<file path="src/rtl/dmem_arbiter_if.sv">
// Bundle of the two requester ports and the memory port around dmem_arbiter.
// The arbiter takes the slave view; the requesters and memory model take the master view.
interface dmem_arbiter_if #(
  parameter int ADDR_W = 32,
  parameter int MEM_AW = 10
);
  logic              c_req;
  logic              c_we;
  logic [ADDR_W-1:0] c_addr;
  logic [31:0]       c_wdata;
  logic [3:0]        c_wstrb;
  logic              c_gnt;
  logic              c_rvalid;
  logic [31:0]       c_rdata;

  logic              d_req;
  logic              d_we;
  logic [ADDR_W-1:0] d_addr;
  logic [31:0]       d_wdata;
  logic [3:0]        d_wstrb;
  logic              d_gnt;
  logic              d_rvalid;
  logic [31:0]       d_rdata;

  logic              m_en;
  logic [3:0]        m_we;
  logic [MEM_AW-1:0] m_addr;
  logic [31:0]       m_wdata;
  logic [31:0]       m_rdata;

  modport slave (
    input  c_req, c_we, c_addr, c_wdata, c_wstrb,
    input  d_req, d_we, d_addr, d_wdata, d_wstrb,
    input  m_rdata,
    output c_gnt, c_rvalid, c_rdata,
    output d_gnt, d_rvalid, d_rdata,
    output m_en, m_we, m_addr, m_wdata
  );

  modport master (
    output c_req, c_we, c_addr, c_wdata, c_wstrb,
    output d_req, d_we, d_addr, d_wdata, d_wstrb,
    output m_rdata,
    input  c_gnt, c_rvalid, c_rdata,
    input  d_gnt, d_rvalid, d_rdata,
    input  m_en, m_we, m_addr, m_wdata
  );
endinterface

</file>
<file path="src/rtl/dmem_arbiter.sv">
// Round-robin arbiter with burst limit sharing one single-port data memory
// between the core (C) and the debug/loader port (D); read data returns one cycle later.
module dmem_arbiter #(
  parameter int ADDR_W    = 32,
  parameter int MEM_AW    = 10,
  parameter int BURST_MAX = 4
) (
  input  logic           clk,
  input  logic           rst_n,
  dmem_arbiter_if.slave  bus
);

  localparam logic       OWN_C     = 1'b0;
  localparam logic       OWN_D     = 1'b1;
  localparam logic [3:0] BURST_LIM = 4'(BURST_MAX);
  localparam logic [3:0] CNT_SAT   = 4'd15;

  logic       last_owner_q, last_owner_d;
  logic [3:0] burst_cnt_q,  burst_cnt_d;
  logic       rsel_q,       rsel_d;
  logic       c_rvalid_q,   c_rvalid_d;
  logic       d_rvalid_q,   d_rvalid_d;
  logic       gnt_c_s;
  logic       gnt_d_s;
  logic       gnt_any_s;
  logic       gnt_we_s;

  // Arbitration state and read-return registers
  always_ff @(posedge clk or negedge rst_n) begin
    if (!rst_n) begin
      last_owner_q <= OWN_D;
      burst_cnt_q  <= 4'd0;
      rsel_q       <= OWN_C;
      c_rvalid_q   <= 1'b0;
      d_rvalid_q   <= 1'b0;
    end else begin
      last_owner_q <= last_owner_d;
      burst_cnt_q  <= burst_cnt_d;
      rsel_q       <= rsel_d;
      c_rvalid_q   <= c_rvalid_d;
      d_rvalid_q   <= d_rvalid_d;
    end
  end

  // Grant decision; a zero burst count means no burst in progress, so plain round-robin applies
  always_comb begin
    gnt_c_s = 1'b0;
    gnt_d_s = 1'b0;
    if (!rst_n) begin
      gnt_c_s = 1'b0;
      gnt_d_s = 1'b0;
    end else if (bus.c_req && bus.d_req) begin
      if ((burst_cnt_q != 4'd0) && (burst_cnt_q < BURST_LIM)) begin
        gnt_c_s = (last_owner_q == OWN_C);
        gnt_d_s = (last_owner_q == OWN_D);
      end else begin
        gnt_c_s = (last_owner_q == OWN_D);
        gnt_d_s = (last_owner_q == OWN_C);
      end
    end else begin
      gnt_c_s = bus.c_req;
      gnt_d_s = bus.d_req;
    end
  end

  assign gnt_any_s = gnt_c_s | gnt_d_s;
  assign gnt_we_s  = gnt_d_s ? bus.d_we : bus.c_we;

  // Next-state: burst counting, owner tracking and read-return bookkeeping
  always_comb begin
    last_owner_d = last_owner_q;
    burst_cnt_d  = burst_cnt_q;
    rsel_d       = rsel_q;
    c_rvalid_d   = gnt_c_s & ~bus.c_we;
    d_rvalid_d   = gnt_d_s & ~bus.d_we;
    if (gnt_any_s) begin
      if (gnt_d_s == last_owner_q) begin
        burst_cnt_d = (burst_cnt_q == CNT_SAT) ? CNT_SAT : (burst_cnt_q + 4'd1);
      end else begin
        last_owner_d = gnt_d_s;
        burst_cnt_d  = 4'd1;
      end
      if (!gnt_we_s) begin
        rsel_d = gnt_d_s;
      end else begin
        rsel_d = rsel_q;
      end
    end else if (!bus.c_req && !bus.d_req) begin
      burst_cnt_d = 4'd0;
    end else begin
      burst_cnt_d = burst_cnt_q;
    end
  end

  // Memory command mux and read-data steering
  always_comb begin
    bus.c_gnt    = gnt_c_s;
    bus.d_gnt    = gnt_d_s;
    bus.c_rvalid = c_rvalid_q;
    bus.d_rvalid = d_rvalid_q;
    bus.m_en     = gnt_any_s;
    bus.m_we     = 4'b0000;
    bus.m_addr   = '0;
    bus.m_wdata  = 32'd0;
    if (gnt_d_s) begin
      bus.m_addr  = bus.d_addr[MEM_AW+1:2];
      bus.m_wdata = bus.d_wdata;
      bus.m_we    = bus.d_we ? bus.d_wstrb : 4'b0000;
    end else if (gnt_c_s) begin
      bus.m_addr  = bus.c_addr[MEM_AW+1:2];
      bus.m_wdata = bus.c_wdata;
      bus.m_we    = bus.c_we ? bus.c_wstrb : 4'b0000;
    end else begin
      bus.m_addr  = '0;
      bus.m_wdata = 32'd0;
      bus.m_we    = 4'b0000;
    end
    bus.c_rdata = (c_rvalid_q && (rsel_q == OWN_C)) ? bus.m_rdata : 32'd0;
    bus.d_rdata = (d_rvalid_q && (rsel_q == OWN_D)) ? bus.m_rdata : 32'd0;
  end

endmodule
</file>
<file path="src/flat_wrapper.sv">
// flat-port wrapper written by rule: the top's interface ports become plain ports
module dmem_arbiter_flat 
#(
  parameter int ADDR_W    = 32,
  parameter int MEM_AW    = 10,
  parameter int BURST_MAX = 4
)
  (clk, rst_n, bus_c_req, bus_c_we, bus_c_addr, bus_c_wdata, bus_c_wstrb, bus_d_req, bus_d_we, bus_d_addr, bus_d_wdata, bus_d_wstrb, bus_m_rdata, bus_c_gnt, bus_c_rvalid, bus_c_rdata, bus_d_gnt, bus_d_rvalid, bus_d_rdata, bus_m_en, bus_m_we, bus_m_addr, bus_m_wdata);
  dmem_arbiter_if #(.ADDR_W(ADDR_W), .MEM_AW(MEM_AW)) bus_i ();
  input  logic clk;
  input  logic rst_n;
  input wire logic [$bits(bus_i.c_req)-1:0] bus_c_req;
  input wire logic [$bits(bus_i.c_we)-1:0] bus_c_we;
  input wire logic [$bits(bus_i.c_addr)-1:0] bus_c_addr;
  input wire logic [$bits(bus_i.c_wdata)-1:0] bus_c_wdata;
  input wire logic [$bits(bus_i.c_wstrb)-1:0] bus_c_wstrb;
  input wire logic [$bits(bus_i.d_req)-1:0] bus_d_req;
  input wire logic [$bits(bus_i.d_we)-1:0] bus_d_we;
  input wire logic [$bits(bus_i.d_addr)-1:0] bus_d_addr;
  input wire logic [$bits(bus_i.d_wdata)-1:0] bus_d_wdata;
  input wire logic [$bits(bus_i.d_wstrb)-1:0] bus_d_wstrb;
  input wire logic [$bits(bus_i.m_rdata)-1:0] bus_m_rdata;
  output wire logic [$bits(bus_i.c_gnt)-1:0] bus_c_gnt;
  output wire logic [$bits(bus_i.c_rvalid)-1:0] bus_c_rvalid;
  output wire logic [$bits(bus_i.c_rdata)-1:0] bus_c_rdata;
  output wire logic [$bits(bus_i.d_gnt)-1:0] bus_d_gnt;
  output wire logic [$bits(bus_i.d_rvalid)-1:0] bus_d_rvalid;
  output wire logic [$bits(bus_i.d_rdata)-1:0] bus_d_rdata;
  output wire logic [$bits(bus_i.m_en)-1:0] bus_m_en;
  output wire logic [$bits(bus_i.m_we)-1:0] bus_m_we;
  output wire logic [$bits(bus_i.m_addr)-1:0] bus_m_addr;
  output wire logic [$bits(bus_i.m_wdata)-1:0] bus_m_wdata;
  assign bus_i.c_req = bus_c_req;
  assign bus_i.c_we = bus_c_we;
  assign bus_i.c_addr = bus_c_addr;
  assign bus_i.c_wdata = bus_c_wdata;
  assign bus_i.c_wstrb = bus_c_wstrb;
  assign bus_i.d_req = bus_d_req;
  assign bus_i.d_we = bus_d_we;
  assign bus_i.d_addr = bus_d_addr;
  assign bus_i.d_wdata = bus_d_wdata;
  assign bus_i.d_wstrb = bus_d_wstrb;
  assign bus_i.m_rdata = bus_m_rdata;
  assign bus_c_gnt = bus_i.c_gnt;
  assign bus_c_rvalid = bus_i.c_rvalid;
  assign bus_c_rdata = bus_i.c_rdata;
  assign bus_d_gnt = bus_i.d_gnt;
  assign bus_d_rvalid = bus_i.d_rvalid;
  assign bus_d_rdata = bus_i.d_rdata;
  assign bus_m_en = bus_i.m_en;
  assign bus_m_we = bus_i.m_we;
  assign bus_m_addr = bus_i.m_addr;
  assign bus_m_wdata = bus_i.m_wdata;
  dmem_arbiter #(.ADDR_W(ADDR_W), .MEM_AW(MEM_AW), .BURST_MAX(BURST_MAX)) u_core (.clk(clk), .rst_n(rst_n), .bus(bus_i));
endmodule
</file>
<file path="config.mk">
export PLATFORM = sky130hd
export DESIGN_NAME = dmem_arbiter_flat
export DESIGN_NICKNAME = d
export VERILOG_FILES = /design/src/rtl/dmem_arbiter_if.sv /design/src/rtl/dmem_arbiter.sv /design/src/flat_wrapper.sv
export SDC_FILE = /design/constraint.sdc
export NUM_CORES = 1
export LEC_CHECK = 0
export CAP_MARGIN = 0
export CORE_AREA = 4 4 109 111
export CTS_CLUSTER_SIZE = 30
export DETAILED_ROUTE_END_ITERATION = 16
export DIE_AREA = 0 0 113 115
export PLACE_DENSITY_LB_ADDON = 0.25
export REMOVE_ABC_BUFFERS = 1
export SETUP_SLACK_MARGIN = 0.4
export SYNTH_ARGS = -nofsm -noshare
export SYNTH_HDL_FRONTEND = slang
export SYNTH_SLANG_ARGS = --single-unit
</file>
<file path="constraint.sdc">
create_clock -name clk -period 4 [get_ports clk]
set_input_delay 1 -clock clk [delete_from_list [all_inputs] [get_ports clk]]
set_output_delay 1 -clock clk [all_outputs]
set_load 0.05 [all_outputs]
</file>
# --- Yosys cells after proc, flatten, opt, wreduce, memory -nomap -nowiden ---
# Index checks and enable logic that the tools add are counted.
op_classes:
  addsub: 1
  order_cmp: 1
  eq_ne: 2
  mux: 21
  bitwise: 9
  reduce_logical: 11
op_table:
  columns: ["operator", "n"]
  rows:
  - ["$mux W32", 4]
  - ["$mux W4", 8]
  - ["$mux W10", 2]
  - ["$mux W1", 7]
  - ["$not A1 Y1", 6]
  - ["$logic_and A1 B1 Y1", 5]
  - ["$add A4 B1 Y4 const B", 1]
  - ["$eq A4 B4 Y1 const B", 1]
  - ["$lt A4 B3 Y1 const B", 1]
  - ["$reduce_and A2 Y1", 2]
  - ["$reduce_bool A4 Y1", 1]
  - ["$and A1 B1 Y1", 2]
  - ["$logic_not A1 Y1", 2]
  - ["$reduce_bool A2 Y1", 1]
  - ["$eq A1 B1 Y1", 1]
  - ["$or A1 B1 Y1", 1]
word_totals:
  register_bits: 8
  in_bits: 174
  output_inout_bits: 115
  elab_cells: 50

# --- Longest topological paths before layout ---
# Gate-level depths: netlist of the first run.
depth:
  word_depth: 8
  mapped_depth: 8
  depth_no_buf: 7

# --- Least setup slack after synthesis of the first run ---
# OpenSTA, ideal clock, no wires.
synth_timing:
  kind: "register to output"
  from: "register u_core.burst_cnt_q[0]"
  to: "output bus_m_addr[0]"
  arrival_time_ns: 2.357
  required_ns: 3.000
  path_slack_ns: 0.643
  stages_incl_launch_ff: 8
  path_buffers: 1
  cell_sequence: "dfrtp_1 > inv_1 > ha_1 > or4_4 > a31o_2 > inv_2 > buf_2 > a22o_1"
synth_between:
  elab_chain_cells: 7
  word_cells_on_any_way: 11
  cone_classes: "order compare (1); mux (8); reduce/logical (2)"
synth_rtl:
  columns: ["element", "line_no", "text"]
  rows:
  - ["from (decl)", "dmem_arbiter.sv:19", "logic [3:0] burst_cnt_q, burst_cnt_d;"]
  - ["from (signal assigned)", "dmem_arbiter.sv:38", "burst_cnt_q <= burst_cnt_d;"]
  - ["$lt A4 B3 Y1 / $reduce_bool A4 Y1 (equally long branches)", "dmem_arbiter.sv:53", "if ((burst_cnt_q != 4'd0) && (burst_cnt_q < BURST_LIM)) begin"]
  - ["$logic_and A1 B1 Y1 (*)", "dmem_arbiter.sv:53", null]
  - ["$mux W1 (*)", "dmem_arbiter.sv:53", null]
  - ["$mux W1 (*)", "dmem_arbiter.sv:52", "end else if (bus.c_req && bus.d_req) begin"]
  - ["$mux W1 (*)", "dmem_arbiter.sv:49", "if (!rst_n) begin"]
  - ["net bus_c_gnt", "flat_wrapper.sv:23", "output wire logic [$bits(bus_i.c_gnt)-1:0] bus_c_gnt;"]
  - ["$mux W10 (*)", "dmem_arbiter.sv:109", "end else if (gnt_c_s) begin"]
  - ["$mux W10 (*)", "dmem_arbiter.sv:105", "if (gnt_d_s) begin"]
  - ["to (decl)", "flat_wrapper.sv:31", "output wire logic [$bits(bus_i.m_addr)-1:0] bus_m_addr;"]
# Mark *: on every way through the listed nets, which the timed path passes. The rest lies on a longest branch.

# --- Worst setup path in the final report of the first run ---
layout_timing:
  from: "register u_core.burst_cnt_q[0]"
  to: "output bus_m_we[2]"
layout_between:
  elab_chain_cells: 7
  word_cells_on_any_way: 11
  cone_classes: "order compare (1); mux (8); reduce/logical (2)"
layout_rtl:
  columns: ["element", "line_no", "text"]
  rows:
  - ["$lt A4 B3 Y1 / $reduce_bool A4 Y1 (equally long branches)", "dmem_arbiter.sv:53", null]
  - ["$logic_and A1 B1 Y1 (*)", "dmem_arbiter.sv:53", null]
  - ["$mux W1", "dmem_arbiter.sv:53", null]
  - ["$mux W1", "dmem_arbiter.sv:52", null]
  - ["$mux W1", "dmem_arbiter.sv:49", null]
  - ["$mux W4", "dmem_arbiter.sv:109", null]
  - ["$mux W4 (*)", "dmem_arbiter.sv:105", null]
  - ["to (decl)", "flat_wrapper.sv:30", "output wire logic [$bits(bus_i.m_we)-1:0] bus_m_we;"]
# Mark *: on every way between the ends. The rest lies on a longest branch, timed or not.

==> results.json, run 1 <==
{
  "synth-main-ff-cell": "sky130_fd_sc_hd__dfrtp_1",
  "ir_worst_vdd_uv": 112,
  "ys_types": 33,
  "synth_top_cell_by_area": "sky130_fd_sc_hd__a22o_1",
  "power_switching_w": 0.000522,
  "power_frac_clock": 0.094,
  "first_global_vias": 2496,
  "max_freq_ghz": 0.286,
  "cts_htree_levels": 1,
  "report.final.slew_viol_count": 0,
  "critPathLaunch": "u_core.burst_cnt_q[0]$_DFFE_PN0P_",
  "critical_path_buf_inv_count": 3,
  "clock_tree_from_tritoncts": "done",
  "grt_util_all_layers": 0.131,
  "global_route.overflow_total": 0,
  "dp_hpwl_um": 8410,
  "antenna_diode_instance_count": 0,
  "rsz_0062_raised_after_global_routing": "false",
  "routed-via-count": 2451,
  "crit-reg2reg-capture": "u_core.rsel_q$_DFFE_PN0P_",
  "synth_top_cells_by_area": "sky130_fd_sc_hd__a22o_1 26%, sky130_fd_sc_hd__and2_1 15%, sky130_fd_sc_hd__and3_1 15%",
  "synthMostInstantiatedCell": "sky130_fd_sc_hd__a22o_1",
  "vias_per_cell": 4.39,
  "worst-slew-pin-transition_ps": 901,
  "report.final.hold_viol_count": 0,
  "yosysTopAreaCellShare": 0.261,
  "route.antenna.remaining_nets": 0,
  "critical_path.max_fanout": 6,
  "required_time_of_the_critical_path_ps": 3000,
  "detail_route.iter0.violations": 115,
  "ff2ff_setup_slack_ps": 2090,
  "average_wire_per_cell_in_the_routed_design_um": 17.2,
  "core-area_mm2": 0.0108,
  "power.combinational.fraction": 0.785,
  "power.share.sequential": 0.121,
  "fin_crit_ps": 3500,
  "synth_cells": 183,
  "skew_ps": 9.74,
  "design.die.area_mm2": 0.0130,
  "cp_num_cells": 8,
  "r2r_cells": 6,
  "clk-insertion-delay-late_ps": 240,
  "initial_core_util": 0.131,
  "leakage_power_total_nw": 2.02,
  "yosysWarnings": 0,
  "maxCapViolations": 0,
  "worstPathCellList": "inv_1, ha_1, or4_4, a31o_2, inv_2, and2_1, a32o_1, buf_12",
  "number_of_antenna_violations_at_the_first_check_in_global_routing": 0,
  "endpoint_class_of_the_critical_path": "output port",
  "finalCritPeriodShare": 0.874,
  "synth_edf_count": 0,
  "outcome": "finished clean",
  "fp-row-count": 38,
  "post-route-drc-count": 0,
  "p_int_w": 0.000602,
  "clock_path_buffers": 2,
  "timing.critical_path.to": "bus_m_we[2]",
  "grt_first_pass_wirelength_um": 13500,
  "worst_path_dominant_cell_family": "simple AND/OR/NAND/NOR gates",
  "io_buffer_count": 244,
  "cts_hold_repair.buffers": 0,
  "number_of_filler_cells_placed_in_the_layout": 1040,
  "power.switching_fraction": 0.465,
  "area_delta_synth_final_pct": 231,
  "yosys_register_bits": 8,
  "part_of_the_yosys_area_used_for_sequential_elements": 0.143,
  "clock_sink_count": 8,
  "worstHoldPathType": "flip-flop to flip-flop",
  "yosys-top-cells-count": "42 x sky130_fd_sc_hd__a22o_1, 33 x sky130_fd_sc_hd__and2_1, 33 x sky130_fd_sc_hd__and3_1, 9 x sky130_fd_sc_hd__clkbuf_1",
  "cts_inserted_buffers": 3,
  "die_w_um": 113,
  "startpoint_type": "flip-flop",
  "total_length_of_routed_wires_um": 9570,
  "io_pins": 289,
  "cp_data_arrival_time_ps": 2500,
  "drt_pre_antenna_iters": 4,
  "synth_area_per_cell_um2": 7.70,
  "timing.setup.tns_ps": 0,
  "asyncSetResetFlopFracSynth": 1.00,
  "finalNetCount": 595,
  "hold_slack_ps": 496,
  "setup_viol": 0,
  "cellPowerDensity_mw_per_mm2": 241,
  "cts.reportedPaths.clkPinSlew_ps": 50,
  "slew_headroom": 0.399,
  "grt_start_max_net_pins": 48,
  "final_layout_size_suffix_gt1_frac": 0.234,
  "critPathMaxStageDelay_ps": 520,
  "worst_path_max_delay_cell": "sky130_fd_sc_hd__or4_4",
  "post_synth_instance_area_mm2": 0.00141,
  "kind_of_critical_path": "flip-flop to output port",
  "die_height_um": 115,
  "cts-root-buf": "sky130_fd_sc_hd__clkbuf_8",
  "timing.rr.start": "u_core.burst_cnt_q[0]$_DFFE_PN0P_",
  "gp_congestion": 0.828
}
==> cell families after synthesis <==
kind of cell / after synthesis / share of synthesized area
compound gates: 67 / 0.388
buf+inv: 24 / 0.0950
flops: 8 / 0.143
fa+ha+maj: 2 / 0.0178
simple gates: 82 / 0.356
==> metrics by stage <==
| stage | utilization | std cells | power [W] | instance area, um^2 | setup WS [ps] |
|---|---|---|---|---|---|
| floorplan | - | 164 | 0.000522 | 1290 | -901 |
| global placement | 0.426 | 554 | 0.00102 | 4600 | 412 |
| detailed placement | 0.426 | 554 | 0.00103 | 4600 | 397 |
| CTS | 0.431 | 558 | 0.00113 | 4650 | 391 |
| global route | 0.432 | 558 | 0.00117 | 4660 | 405 |
| finish | 0.432 | 558 | 0.00112 | 4660 | 505 |
==> power groups by stage <==
stage | Sequential [W] | Clock, W | Combinational (W)
3_3_place_gp | 0.000136 | 0 | 0.000884
2_1_floorplan | 0.000125 | 0 | 0.000398
4_1_cts | 0.000137 | 0.000106 | 0.000893
5_1_grt | 0.000143 | 0.000110 | 0.000921
3_5_place_dp | 0.000138 | 0 | 0.000891
6_report | 0.000136 | 0.000106 | 0.000883
==> state kept, by name (all words and copies together), names as in the netlist <==
register,cells
u_core.bus.d_rvalid,1
u_core.rsel_q,1
u_core.burst_cnt_q,4
u_core.bus.c_rvalid,1
u_core.last_owner_q,1
==> cell usage in the layout (no fill, tap or decap), drive strengths merged, types with 2 or more instances in the layout <==
cell type,synthesis,routed
clkdlybuf4s50,0,160
buf,10,87
a22o,42,42
and2,33,33
and3,33,33
o21ai,7,7
dfrtp,7,7
inv,5,5
a21oi,5,5
nand2,4,4
nor2,4,4
clkbuf,9,4
a32o,4,4
dlymetal6s2s,0,3
nand2b,2,2
ha,2,2
==> timing repair <==
action	in CTS	in global routing
setup endpoints to repair	3	46
gates cloned	0	0
gates resized for setup	1	5
setup buffers	0	0
==> metal layers <==
layer	GRT usage	up-vias	share of wire
met2	0.254	181	0.51
met3	0.0537	11	0.14
met1	0.129	1092	0.34
li1	-	1167	-
met4	0.0304	0	0.017
met5	0	-	0
==> layout make-up <==
type                    count  area [um^2]  area share
repair buffers            250         3130       0.673
clock buffers               4         45.0     0.00967
well taps                 140          175      0.0376
multi-input cells         151         1080       0.233
flip-flops and latches      8          201      0.0432
inverters                   5         18.8     0.00403
==> worst reg2reg max path: stages (launching register included) <==
cell,delay (ps)
sky130_fd_sc_hd__dfrtp_1,430
sky130_fd_sc_hd__inv_1,70
sky130_fd_sc_hd__ha_1,250
sky130_fd_sc_hd__or4_4,520
sky130_fd_sc_hd__a21oi_2,240
sky130_fd_sc_hd__nor3_1,100
sky130_fd_sc_hd__o22a_1,180
==> worst min path at each step <==
stage	start	to	depth (start not counted)
3_5_place_dp	u_core.last_owner_q$_DFFE_PN1P_	u_core.last_owner_q$_DFFE_PN1P_	2
6_report	u_core.last_owner_q$_DFFE_PN1P_	u_core.last_owner_q$_DFFE_PN1P_	2
3_3_place_gp	u_core.last_owner_q$_DFFE_PN1P_	u_core.last_owner_q$_DFFE_PN1P_	2
5_1_grt	u_core.last_owner_q$_DFFE_PN1P_	u_core.last_owner_q$_DFFE_PN1P_	2
2_1_floorplan	u_core.last_owner_q$_DFFE_PN1P_	u_core.last_owner_q$_DFFE_PN1P_	2
4_1_cts	u_core.last_owner_q$_DFFE_PN1P_	u_core.last_owner_q$_DFFE_PN1P_	2
No activity file was read; power rests on OpenSTA's default activity.
==> run 2, diff against run 1 <==
CAP_MARGIN = 10   (was 0)
==> results of run 2 <==
The final DEF is identical to that of run 1; final timing and power are the same.
==> run 3, diff against run 2 <==
PLACE_DENSITY = 0.7   (was not set)
PLACE_DENSITY_LB_ADDON = not set   (was 0.25)
==> run 3 against run 2 <==
  * Register-to-register slack got worse by 20 ps
  * Sequential cell count unchanged
  * Worst setup slack got worse by 32 ps
  * Global-route usage decreased by 1.1 points
  * First-iteration DRC count decreased by 4.3%
  * Critical path type is now input pin to output port
==> results.json, run 3 (same netlist as run 1, synthesis figures left out) <==
{
  "core-area_mm2": 0.0108,
  "finalCritPeriodShare": 0.882,
  "finish.instance_area_mm2": 0.00454,
  "max_freq_ghz": 0.283,
  "startpoint_type": "input pin",
  "fp-row-count": 38,
  "drt_pre_antenna_iters": 4,
  "post-route-drc-count": 0,
  "dpl_cell_area_mm2": 0.00438,
  "area_delta_synth_final_pct": 222,
  "report.final.hold_viol_count": 0,
  "post-cts-setup-buffer-count": 0,
  "rsz_0062_raised_after_global_routing": "true",
  "io_pins": 289,
  "cp_data_arrival_time_ps": 2530,
  "report.final.slew_viol_count": 0,
  "number_of_antenna_violations_at_the_first_check_in_global_routing": 0,
  "globalRouteMet3Util": 0.0426,
  "die_w_um": 113,
  "worst_path_max_delay_cell": "sky130_fd_sc_hd__clkdlybuf4s50_1",
  "setup_viol": 0,
  "cts-root-buf": "sky130_fd_sc_hd__clkbuf_8",
  "clock_tree_from_tritoncts": "done",
  "clock_path_buffers": 2,
  "route.antenna.remaining_nets": 0,
  "top_library_cells_by_usage_in_the_layout_fill_and_taps_aside": "161 x sky130_fd_sc_hd__clkdlybuf4s50_1, 51 x sky130_fd_sc_hd__buf_12, 37 x sky130_fd_sc_hd__a22o_1",
  "number_of_filler_cells_placed_in_the_layout": 1024,
  "timing.rr.start": "u_core.burst_cnt_q[0]$_DFFE_PN0P_",
  "clk-insertion-delay-late_ps": 230,
  "cts_hold_repair.buffers": 0,
  "antenna_diode_instance_count": 0,
  "top_usage_layer": "met2",
  "finalNetCount": 596,
  "most_common_library_cell_in_the_layout_ignoring_fill_and_taps": "sky130_fd_sc_hd__clkdlybuf4s50_1",
  "io_buffer_count": 244,
  "dp_hpwl_um": 7890,
  "multiInputGateArea_mm2": 0.00113,
  "globalRouteMet2Util": 0.214,
  "cts.reportedPaths.clkPinSlew_ps": 40,
  "global_route.overflow_total": 0,
  "kind_of_critical_path": "input pin to output port",
  "grt_util_all_layers": 0.120,
  "ir_worst_vdd_uv": 129,
  "required_time_of_the_critical_path_ps": 3000,
  "grt_first_pass_wirelength_um": 12600,
  "cts_htree_levels": 1,
  "globalRouteMet1Util": 0.143,
  "final_layout_size_suffix_gt1_frac": 0.251,
  "grt_start_max_net_pins": 48,
  "average_wire_per_cell_in_the_routed_design_um": 17.1,
  "worst_path_dominant_cell_family": "buffers and inverters",
  "critical_path.max_fanout": 10,
  "setup_ws_ps": 472,
  "leakage_power_total_nw": 2.01,
  "worst_hold_startpoint": "u_core.last_owner_q$_DFFE_PN1P_",
  "cts_inserted_buffers": 3,
  "design.die.area_mm2": 0.0130,
  "registers.top_by_ff_count": "u_core.burst_cnt_q",
  "cellPowerDensity_mw_per_mm2": 248,
  "holdPathStages": 2,
  "clock_sink_count": 8,
  "first_global_vias": 2369,
  "worstHoldPathType": "flip-flop to flip-flop",
  "pre_cts_ws_ps": 389,
  "critPathMaxStageDelay_ps": 520,
  "power.total_w": 0.00112,
  "die_height_um": 115,
  "crit-reg2reg-capture": "u_core.rsel_q$_DFFE_PN0P_",
  "vias_per_cell": 4.34,
  "endpoint_class_of_the_critical_path": "output port",
  "skew_ps": 1.91,
  "detail_route.iter0.violations": 110,
  "cp_num_cells": 7,
  "sink_of_the_worst_hold_path": "u_core.last_owner_q$_DFFE_PN1P_",
  "worstPathCellList": "clkdlybuf4s50_1, nand2_1, a31o_2, inv_4, buf_6, a22o_1, buf_12",
  "outcome": "finished clean",
  "fin_crit_ps": 3530,
  "ff2ff_setup_slack_ps": 2070,
  "area.sequential_um2": 201,
  "gp_congestion": 0.876,
  "worst-slew-pin-transition_ps": 791,
  "initial_core_util": 0.131,
  "critical_path_buf_inv_count": 4,
  "slew_headroom": 0.473,
  "routed-via-count": 2426,
  "r2r_cells": 6,
  "maxCapViolations": 0,
  "flip_flop_count_of_the_largest_register_after_layout": 4,
  "total_length_of_routed_wires_um": 9530
}
-- run 3: cell count changes in the layout (fill, tap and decap cells not counted), sizes merged --
cell           delta
clkdlybuf4s50     +1
clkbuf            +2
buf               -1
dlymetal6s2s      -2
dlygate4sd2       +1
-- run 3: worst register-to-register path: stages, from the launching register on --
cell and delay (ps):
sky130_fd_sc_hd__dfrtp_1 440, sky130_fd_sc_hd__inv_1 70, sky130_fd_sc_hd__ha_1 250, sky130_fd_sc_hd__or4_4 510
sky130_fd_sc_hd__a21oi_2 240, sky130_fd_sc_hd__nor3_1 110, sky130_fd_sc_hd__o22a_1 190
-- run 3: layout make-up --
type	instances	share of cell area
Inverter	5	0.00468
Multi-Input combinational cell	151	0.249
Clock buffer	4	0.00991
Sequential cell	8	0.0443
Tap cell	140	0.0386
Timing Repair Buffer	251	0.654
-- run 3: repair_timing --
action | in CTS | in global routing
endpoints found under the setup margin | 4 | 46
cloned | 0 | 3
resized for setup | 4 | 8
-- run 3: layer usage --
| metal | up-vias | wire length (um) | share of wire |
|---|---|---|---|
| li1 | 1170 | - | - |
| met1 | 1068 | 3690 | 0.39 |
| met2 | 184 | 4670 | 0.49 |
| met3 | 4 | 1120 | 0.12 |
| met4 | 0 | 48 | 0.0050 |
| met5 | - | 0 | 0 |
-- run 3: how the worst max path moves through the flow --
stage,from,to
2_1_floorplan,u_core.burst_cnt_q[0]$_DFFE_PN0P_,bus_m_we[0]
3_3_place_gp,bus_c_req,bus_m_wdata[19]
3_5_place_dp,bus_c_req,bus_m_wdata[19]
4_1_cts,bus_c_req,bus_m_wdata[3]
5_1_grt,rst_n,bus_m_addr[2]
6_report,rst_n,bus_m_addr[2]
-- run 3: stage by stage --
stage,hold WS [ps],std cells,utilization,setup TNS (ps)
final,490,559,0.421,0
after global routing,503,559,0.421,0
after CTS,488,556,0.411,0
after detailed placement,481,552,0.406,0
after global placement,480,552,0.406,0
after floorplan,462,164,-,-40630
-- run 3: power by group --
group / internal, W / total, W / switching, W
clock: 0.0000691 / 0.000102 / 0.0000326
sequential: 0.0000951 / 0.000133 / 0.0000384
combinational: 0.000436 / 0.000889 / 0.000453
